--- config.mk ---
export PLATFORM = sky130hd
export DESIGN_NAME = cam_lane_align
export DESIGN_NICKNAME = d
export VERILOG_FILES = /design/src/rtl/cam_lane_align.sv
export SDC_FILE = /design/constraint.sdc
export NUM_CORES = 1
export LEC_CHECK = 0
export BUFFER_PORTS_ARGS = -buffer_cell sky130_fd_sc_hd__clkbuf_2
export CELL_PAD_IN_SITES_DETAIL_PLACEMENT = 0
export CELL_PAD_IN_SITES_GLOBAL_PLACEMENT = 2
export CORE_ASPECT_RATIO = 0.5
export CORE_MARGIN = 10
export CORE_UTILIZATION = 33
export DETAILED_ROUTE_END_ITERATION = 8
export PLACE_DENSITY_LB_ADDON = 0.15
export SLEW_MARGIN = 15
export SYNTH_ARGS = -nofsm -noshare
export SYNTH_HDL_FRONTEND = slang
export SYNTH_SLANG_ARGS = --single-unit
--- constraint.sdc ---
create_clock -name c -period 7 [get_ports c]
set_clock_uncertainty 0.15 [all_clocks]
set_input_delay 0.7 -clock c [delete_from_list [all_inputs] [get_ports c]]
set_output_delay 0.7 -clock c [all_outputs]
set_load 0.005 [all_outputs]
--- src/rtl/cam_lane_align.sv ---
// Multi-camera deserialiser lane alignment: every lane hunts for the training word by
// issuing bitslips, then per-camera lock/fail status and a global busy flag are decoded.
module cam_lane_align #(
    parameter int                        NUM_CAMS    = 2,
    parameter int                        LANES       = 5,
    parameter int                        W           = 8,
    parameter logic [W-1:0]              TRAIN       = 8'h3A,
    parameter int                        MATCH_COUNT = 16,
    parameter int                        SLIP_WAIT   = 4,
    parameter logic [NUM_CAMS*LANES-1:0] INV_MASK    = '0
) (
    input  logic                        c,
    input  logic                        rst,
    input  logic                        start,
    input  logic [NUM_CAMS-1:0]         rx_locked,
    input  logic [NUM_CAMS*LANES*W-1:0] rxd,
    output logic [NUM_CAMS*LANES-1:0]   bitslip,
    output logic [NUM_CAMS*LANES*W-1:0] rxd_out,
    output logic [NUM_CAMS-1:0]         cam_locked,
    output logic [NUM_CAMS-1:0]         cam_fail,
    output logic                        busy
);
    localparam int NL = NUM_CAMS * LANES;
    localparam int WW = (SLIP_WAIT < 1) ? 1 : $clog2(SLIP_WAIT + 1);
    localparam int MW = $clog2(MATCH_COUNT + 1);
    localparam int SW = $clog2(W + 1);

    localparam logic [WW-1:0] WAIT_LOAD  = WW'(SLIP_WAIT);
    localparam logic [WW-1:0] WAIT_ONE   = WW'(1);
    localparam logic [MW-1:0] MATCH_LAST = MW'(MATCH_COUNT - 1);
    localparam logic [MW-1:0] MATCH_ONE  = MW'(1);
    localparam logic [SW-1:0] SLIP_LAST  = SW'(W - 1);
    localparam logic [SW-1:0] SLIP_ONE   = SW'(1);

    typedef enum logic [2:0] {
        S_IDLE   = 3'd0,
        S_SETTLE = 3'd1,
        S_CHECK  = 3'd2,
        S_SLIP   = 3'd3,
        S_LOCKED = 3'd4,
        S_FAIL   = 3'd5
    } lane_state_t;

    logic [NL*W-1:0]     w_corr;
    logic [NL-1:0]       w_lane_locked;
    logic [NL-1:0]       w_lane_fail;
    logic [NL-1:0]       w_lane_busy;
    logic [NL-1:0]       w_lane_slip;
    logic [NUM_CAMS-1:0] w_cam_locked;
    logic [NUM_CAMS-1:0] w_cam_fail;

    logic [NL*W-1:0]     r_rxd_out;
    logic [NUM_CAMS-1:0] r_cam_locked;
    logic [NUM_CAMS-1:0] r_cam_fail;
    logic                r_busy;

    for (genvar gl = 0; gl < NL; gl++) begin : g_lane
        localparam int CAM = gl / LANES;

        lane_state_t   r_state;
        lane_state_t   w_next;
        logic [WW-1:0] r_wait;
        logic [WW-1:0] w_wait_nxt;
        logic [MW-1:0] r_match;
        logic [MW-1:0] w_match_nxt;
        logic [SW-1:0] r_slip;
        logic [SW-1:0] w_slip_nxt;
        logic          r_bitslip;
        logic [W-1:0]  w_word;

        // Polarity correction happens before both the compare and the output register.
        assign w_word = rxd[gl*W +: W] ^ {W{INV_MASK[gl]}};
        assign w_corr[gl*W +: W] = w_word;

        always_comb begin
            w_next      = r_state;
            w_wait_nxt  = r_wait;
            w_match_nxt = r_match;
            w_slip_nxt  = r_slip;
            // Losing the PLL overrides everything, including a simultaneous start.
            if (!rx_locked[CAM]) begin
                w_next      = S_IDLE;
                w_wait_nxt  = '0;
                w_match_nxt = '0;
                w_slip_nxt  = '0;
            end else if (start) begin
                w_next      = S_SETTLE;
                w_wait_nxt  = WAIT_LOAD;
                w_match_nxt = '0;
                w_slip_nxt  = '0;
            end else begin
                case (r_state)
                    S_SETTLE: begin
                        if (r_wait <= WAIT_ONE) begin
                            w_next      = S_CHECK;
                            w_wait_nxt  = '0;
                            w_match_nxt = '0;
                        end else begin
                            w_wait_nxt = r_wait - WAIT_ONE;
                        end
                    end
                    S_CHECK: begin
                        if (w_word == TRAIN) begin
                            w_match_nxt = r_match + MATCH_ONE;
                            if (r_match == MATCH_LAST) begin
                                w_next = S_LOCKED;
                            end else begin
                                w_next = S_CHECK;
                            end
                        end else if (r_slip < SLIP_LAST) begin
                            w_next = S_SLIP;
                        end else begin
                            w_next = S_FAIL;
                        end
                    end
                    S_SLIP: begin
                        w_next      = S_SETTLE;
                        w_wait_nxt  = WAIT_LOAD;
                        w_match_nxt = '0;
                        w_slip_nxt  = r_slip + SLIP_ONE;
                    end
                    default: begin
                        w_next = r_state;
                    end
                endcase
            end
        end

        always_ff @(posedge c or posedge rst) begin
            if (rst) begin
                r_state   <= S_IDLE;
                r_wait    <= '0;
                r_match   <= '0;
                r_slip    <= '0;
                r_bitslip <= 1'b0;
            end else begin
                r_state   <= w_next;
                r_wait    <= w_wait_nxt;
                r_match   <= w_match_nxt;
                r_slip    <= w_slip_nxt;
                r_bitslip <= (w_next == S_SLIP);
            end
        end

        assign w_lane_slip[gl]   = r_bitslip;
        assign w_lane_locked[gl] = (r_state == S_LOCKED);
        assign w_lane_fail[gl]   = (r_state == S_FAIL);
        assign w_lane_busy[gl]   = (r_state == S_SETTLE) || (r_state == S_CHECK) ||
                                   (r_state == S_SLIP);
    end

    always_comb begin
        w_cam_locked = '0;
        w_cam_fail   = '0;
        for (int i = 0; i < NUM_CAMS; i++) begin
            w_cam_locked[i] = &w_lane_locked[i*LANES +: LANES];
            w_cam_fail[i]   = |w_lane_fail[i*LANES +: LANES];
        end
    end

    always_ff @(posedge c or posedge rst) begin
        if (rst) begin
            r_rxd_out    <= '0;
            r_cam_locked <= '0;
            r_cam_fail   <= '0;
            r_busy       <= 1'b0;
        end else begin
            r_rxd_out    <= w_corr;
            r_cam_locked <= w_cam_locked;
            r_cam_fail   <= w_cam_fail;
            r_busy       <= |w_lane_busy;
        end
    end

    assign bitslip    = w_lane_slip;
    assign rxd_out    = r_rxd_out;
    assign cam_locked = r_cam_locked;
    assign cam_fail   = r_cam_fail;
    assign busy       = r_busy;
endmodule

Word level (Yosys, flattened, before mapping)
Cells that the tools add are included.

cells by class
  add/sub/neg operators = 30
  magnitude comparators = 20
  equal/unequal tests = 130
  mux-type cells = 190
  reductions and logical operators = 35

operators by type and width
  cell                                                                               number
  3-bit 2-to-1 mux                                                                   90
  5-bit 2-to-1 mux                                                                   40
  5-bit case mux with 3 select lines                                                 10
  4-bit 2-to-1 mux                                                                   30
  3-bit by 2-bit equality test with 1-bit output (second input constant)             30
  3-bit case mux with 3 select lines                                                 10
  8-bit by 6-bit equality test with 1-bit output (second input constant)             10
  4-bit != test (second input constant)                                              20
  3-bit equality test (second input constant)                                        20
  3-bit case mux with 2 select lines                                                 10
  5-bit by 1-bit adder with 5-bit output (second input constant)                     10
  5-bit by 4-bit equality test with 1-bit output (second input constant)             10
  5-bit by 2-bit != test with 1-bit output (second input constant)                   10
  4-bit by 1-bit adder with 4-bit output (second input constant)                     10
  4-bit by 3-bit < comparator with 1-bit output (second input constant)              10
  4-bit by 2-bit != test with 1-bit output (second input constant)                   10
  3-bit by 1-bit equality test with 1-bit output (second input constant)             10
  3-bit by 1-bit less-or-equal comparator with 1-bit output (second input constant)  10
  3-bit by 2-bit != test with 1-bit output (second input constant)                   10
  3-bit AND reduction                                                                10
  3-bit by 1-bit subtractor with 3-bit output (second input constant)                10
  1-bit logical OR                                                                   20
  5-bit AND reduction                                                                2
  10-bit OR reduction                                                                1
  5-bit OR reduction                                                                 2

word-level totals
  bits in registers = 245
  output and inout port bits = 95
  logic and storage cells = 459

Logic depth before layout (Yosys ltp)
  depth after elaboration = 7
  depth in mapped cells = 7
  depth with buffers taken out = 7

Worst setup path after synthesis
No wires, ideal clock.

  kind = input -> register
  from = input port rxd[74]
  to = register g_lane[9].r_match[3]
  library setup time = 0.087 ns
  data arrival time = 1.919 ns
  path slack = 4.844 ns
  stages on the path = 5
  path buffers = 0
  path through = and4bb_1 -> nand4_2 -> or3_1 -> or3_1 -> o211ai_1

between the ends
  longest elaborated chain between the ends = 3

ends and longest elaborated chain
  element                                         line  source
  start, declared                                 16    input logic [NUM_CAMS*LANES*W-1:0] rxd,
  8-bit by 6-bit equality test with 1-bit output  103   if (w_word == TRAIN) begin
  4-bit != test (no source line)                  n/a
  3-bit AND reduction (no source line)            n/a
  end signal, assigned                            139   r_match <= w_match_nxt;
  end, declared                                   64    logic [MW-1:0] r_match;

Every way passes these cells.
A chain may end at the register's enable or synchronous reset.

Final worst setup path
  from = input port start
  to = register g_lane[4].r_match[2]

between the ends
  longest elaborated chain between the ends = 2

ends and longest elaborated chain
  element                                                                                  line  source
  start, declared                                                                          14    input logic start,
  5-bit by 2-bit != test with 1-bit output (no source line), or another cell as far along  n/a
  3-bit AND reduction (no source line) or 5-bit 2-to-1 mux (tied branches)                 n/a
  end signal, assigned                                                                     139
  end, declared                                                                            64

Several ways; a longest one is shown, not always the timed one.

==> impl_results.md <==
* Final-stage net count at 1380
* Worst Max-Slew Pin Slew at 958.6 ps
* Layout area overhead at 18.44%
* Later-pin clock latency in the skew report at 530 ps
* FF+latch count, synth at 245
* Ys flop type: dfrtp_1
* Peak Freq at 0.3795 GHz
* Die ar. at 42670 sq um
* DR pass1 iterations at 5
* Ratio of cells with drive above 1 in the final layout at 20.19%
* Adder-cell share of the synthesized area at 5.400%
* Crit path kind: input port to flip-flop
* Commonest non-fill, non-tap cell in the layout: dfrtp_1
* Root Buffer: clkbuf_16
* Post-synth EDFFs at 0
* Post-synthesis mux area share at 1.763%
* Most frequent cells in the layout: dfrtp_1, clkbuf_2, nor2_1
* Syn Area/Cell at 10.46 sq um
* Initial antenna violation count at 0
* Fin. Hold Viols at 0
* Final Slew Violations at 0
* CTS tree: yes
* Number of antenna diodes at 0
* Proportion of synthesized chip area in sequential cells at 54.00%
* Via density at 5.045
* HP Class: input port to flip-flop
* Status: complete, no violations
* Synth Area in XOR/XNOR at 1.929%
* Via count at 8596
* Synth async-reset ratio at 100.0%
* GP Congestion at 0.7842
* Post-CTS Hold Fix Bufs at 0
* Clk pin slew, worst setup/hold paths at 60 ps
* Arrival time worst endpoint at 2930 ps
* Final core occ at 40.19%
* PwrDens at 228.9 nW/um^2
* Htree depth at 1
* Max-cap viol count at 0
* WL/cell at 16.33 um
* Setup Total Neg Slack at 0 ps
* Global route overflow at 0
* Worst Setup End Kind: flip-flop
* CTS max path bufs at 3
* Complex-gate fraction of the synthesized area at 14.01%
* Simple-Gate Fraction of Synth Area at 18.59%
* Worst setup SP type: input port
* First-pass GRT wire length at 45.43 mm
* Core ar. at 33460 sq um
* Synth Instances at 1085
* Port buffer count at 179
* HPWL Detailed at 19.54 mm
* Die span in y at 151.2 um
* GRT Total Usage at 12.86%
* Worst rel slew slack at 35.96%
* Final setup violating endpoints at 0
* RSZ-0062 raised after global routing: false
* IO Count at 180
* Netlist cell types at 79
* Crit path required time at 7300 ps
* Fillers at 3309
* DRT iter0 DRCs at 424
* Syn Nets at 1219
* Peak supply drop at 202.9 uV
* Period utilisation layout at 37.64%
* Synth Warn # at 0
* Worst-path maximum fanout at 29
* Reg2reg setup slack at 4890 ps
* Main combinational cell family by area after synthesis: simple AND/OR/NAND/NOR gates
* Width of the chip at 282.3 um
* WHS at 133.5 ps
* Total power at 3.078 mW
* Antenna viol nets, final at 0
* Maximum number of pins on one net before global-route repair at 156
* Post-CTS sizing at 0
* Clk sinks at 245
* Initial Util at 33.93%
* Num rows at 47
* Post-CTS Setup Repair Bufs at 0
* Tmin final at 2635 ps
* Leakage power at 6.221 nW
* DR DRC count at 0
* Vias in the first global route at 8613
* Mapped Area at 11350 sq um
* Drt total wl at 27.83 mm
* Number of CTS-inserted buffers at 25
-- routing by layer --
layer  part of all wire, %  vias to the layer above  GRT usage (%)
li1                      -                     4199              -
met1                    46                     4274          16.64
met2                    49                       99          22.37
met3                   3.6                       24          2.580
met4                   1.3                        0          2.064
met5                     0                        -              0
-- sequential cells by signal, summed over array words and instances (netlist names) --
name              count
busy                  1
cam_fail              2
cam_locked            2
g_lane.r_bitslip     10
g_lane.r_match       50
g_lane.r_slip        40
g_lane.r_state       30
g_lane.r_wait        30
rxd_out              80
-- power by group --
part | switching (mW) | leakage (nW) | internal [mW] | total (mW)
clock network | 0.571 | 0.402 | 0.795 | 1.37
logic | 0.141 | 2.62 | 0.0843 | 0.225
registers | 0.0334 | 3.20 | 1.45 | 1.49
total | 0.745 | 6.22 | 2.33 | 3.08
-- cell type report --
type | count | area [sq um] | share of cell area, %
sequential | 245 | 6131 | 45.59
multi-input combinational | 723 | 4733 | 35.20
timing repair buffer | 185 | 953.4 | 7.090
clock buffer | 36 | 726.9 | 5.406
tap | 441 | 551.8 | 4.103
inverter | 66 | 251.5 | 1.870
clock inverter | 8 | 98.84 | 0.7351
-- final timing paths --
kind                                           start                    to  depth (start not counted)
worst max-delay path                           start  g_lane[4].r_match[2]                          7
worst min-delay path                         rxd[56]           rxd_out[56]                          1
worst max register to register   g_lane[4].r_wait[0]  g_lane[4].r_match[2]                          6
worst min register to register  g_lane[4].r_match[4]  g_lane[4].r_match[4]                          2
max in group asynchronous                        rst  g_lane[6].r_match[2]                          3
min in group asynchronous                        rst   g_lane[4].r_slip[3]                          2
-- critical path, stage by stage --
cell and delay, ps:
clkbuf_2 80, buf_4 230, nand2b_1 600, buf_4 440
a311oi_1 580, o21ai_0 180, o21ai_1 100
-- synthesized netlist by cell type (19+ instances only) --
library cell,count,share of area (%)
a21oi_1,74,3.3
nand3_1,48,2.1
nand2_1,68,2.2
dfrtp_1,245,54
o21ai_0,34,1.5
ha_1,49,5.4
nor2b_1,19,1.0
inv_1,66,2.2
nor2_1,107,3.5
xor2_1,21,1.6
and3_1,20,1.1
clkbuf_1,29,0.96
-- per-stage QoR --
step,cell area (sq um),setup WS (ps),std cells
after global placement,12620,3895,1660
final,13450,4365,1704
after global routing,13450,4166,1704
after floorplan,11360,2932,1085
after CTS,13450,4410,1704
after detailed placement,12620,3861,1660
-- kinds of logic (layout without fill, tap and decap cells) --
logic type | Yosys count | in the layout
and+or+nand+nor | 395 | 395
DFF | 245 | 245
AOI/OAI and AO/OA | 235 | 235
buffers and inverters | 117 | 295
adders and majority gates | 49 | 49
xor gates and xnor gates | 25 | 25
muxes | 19 | 19
Power figures use the tool's default switching activity.
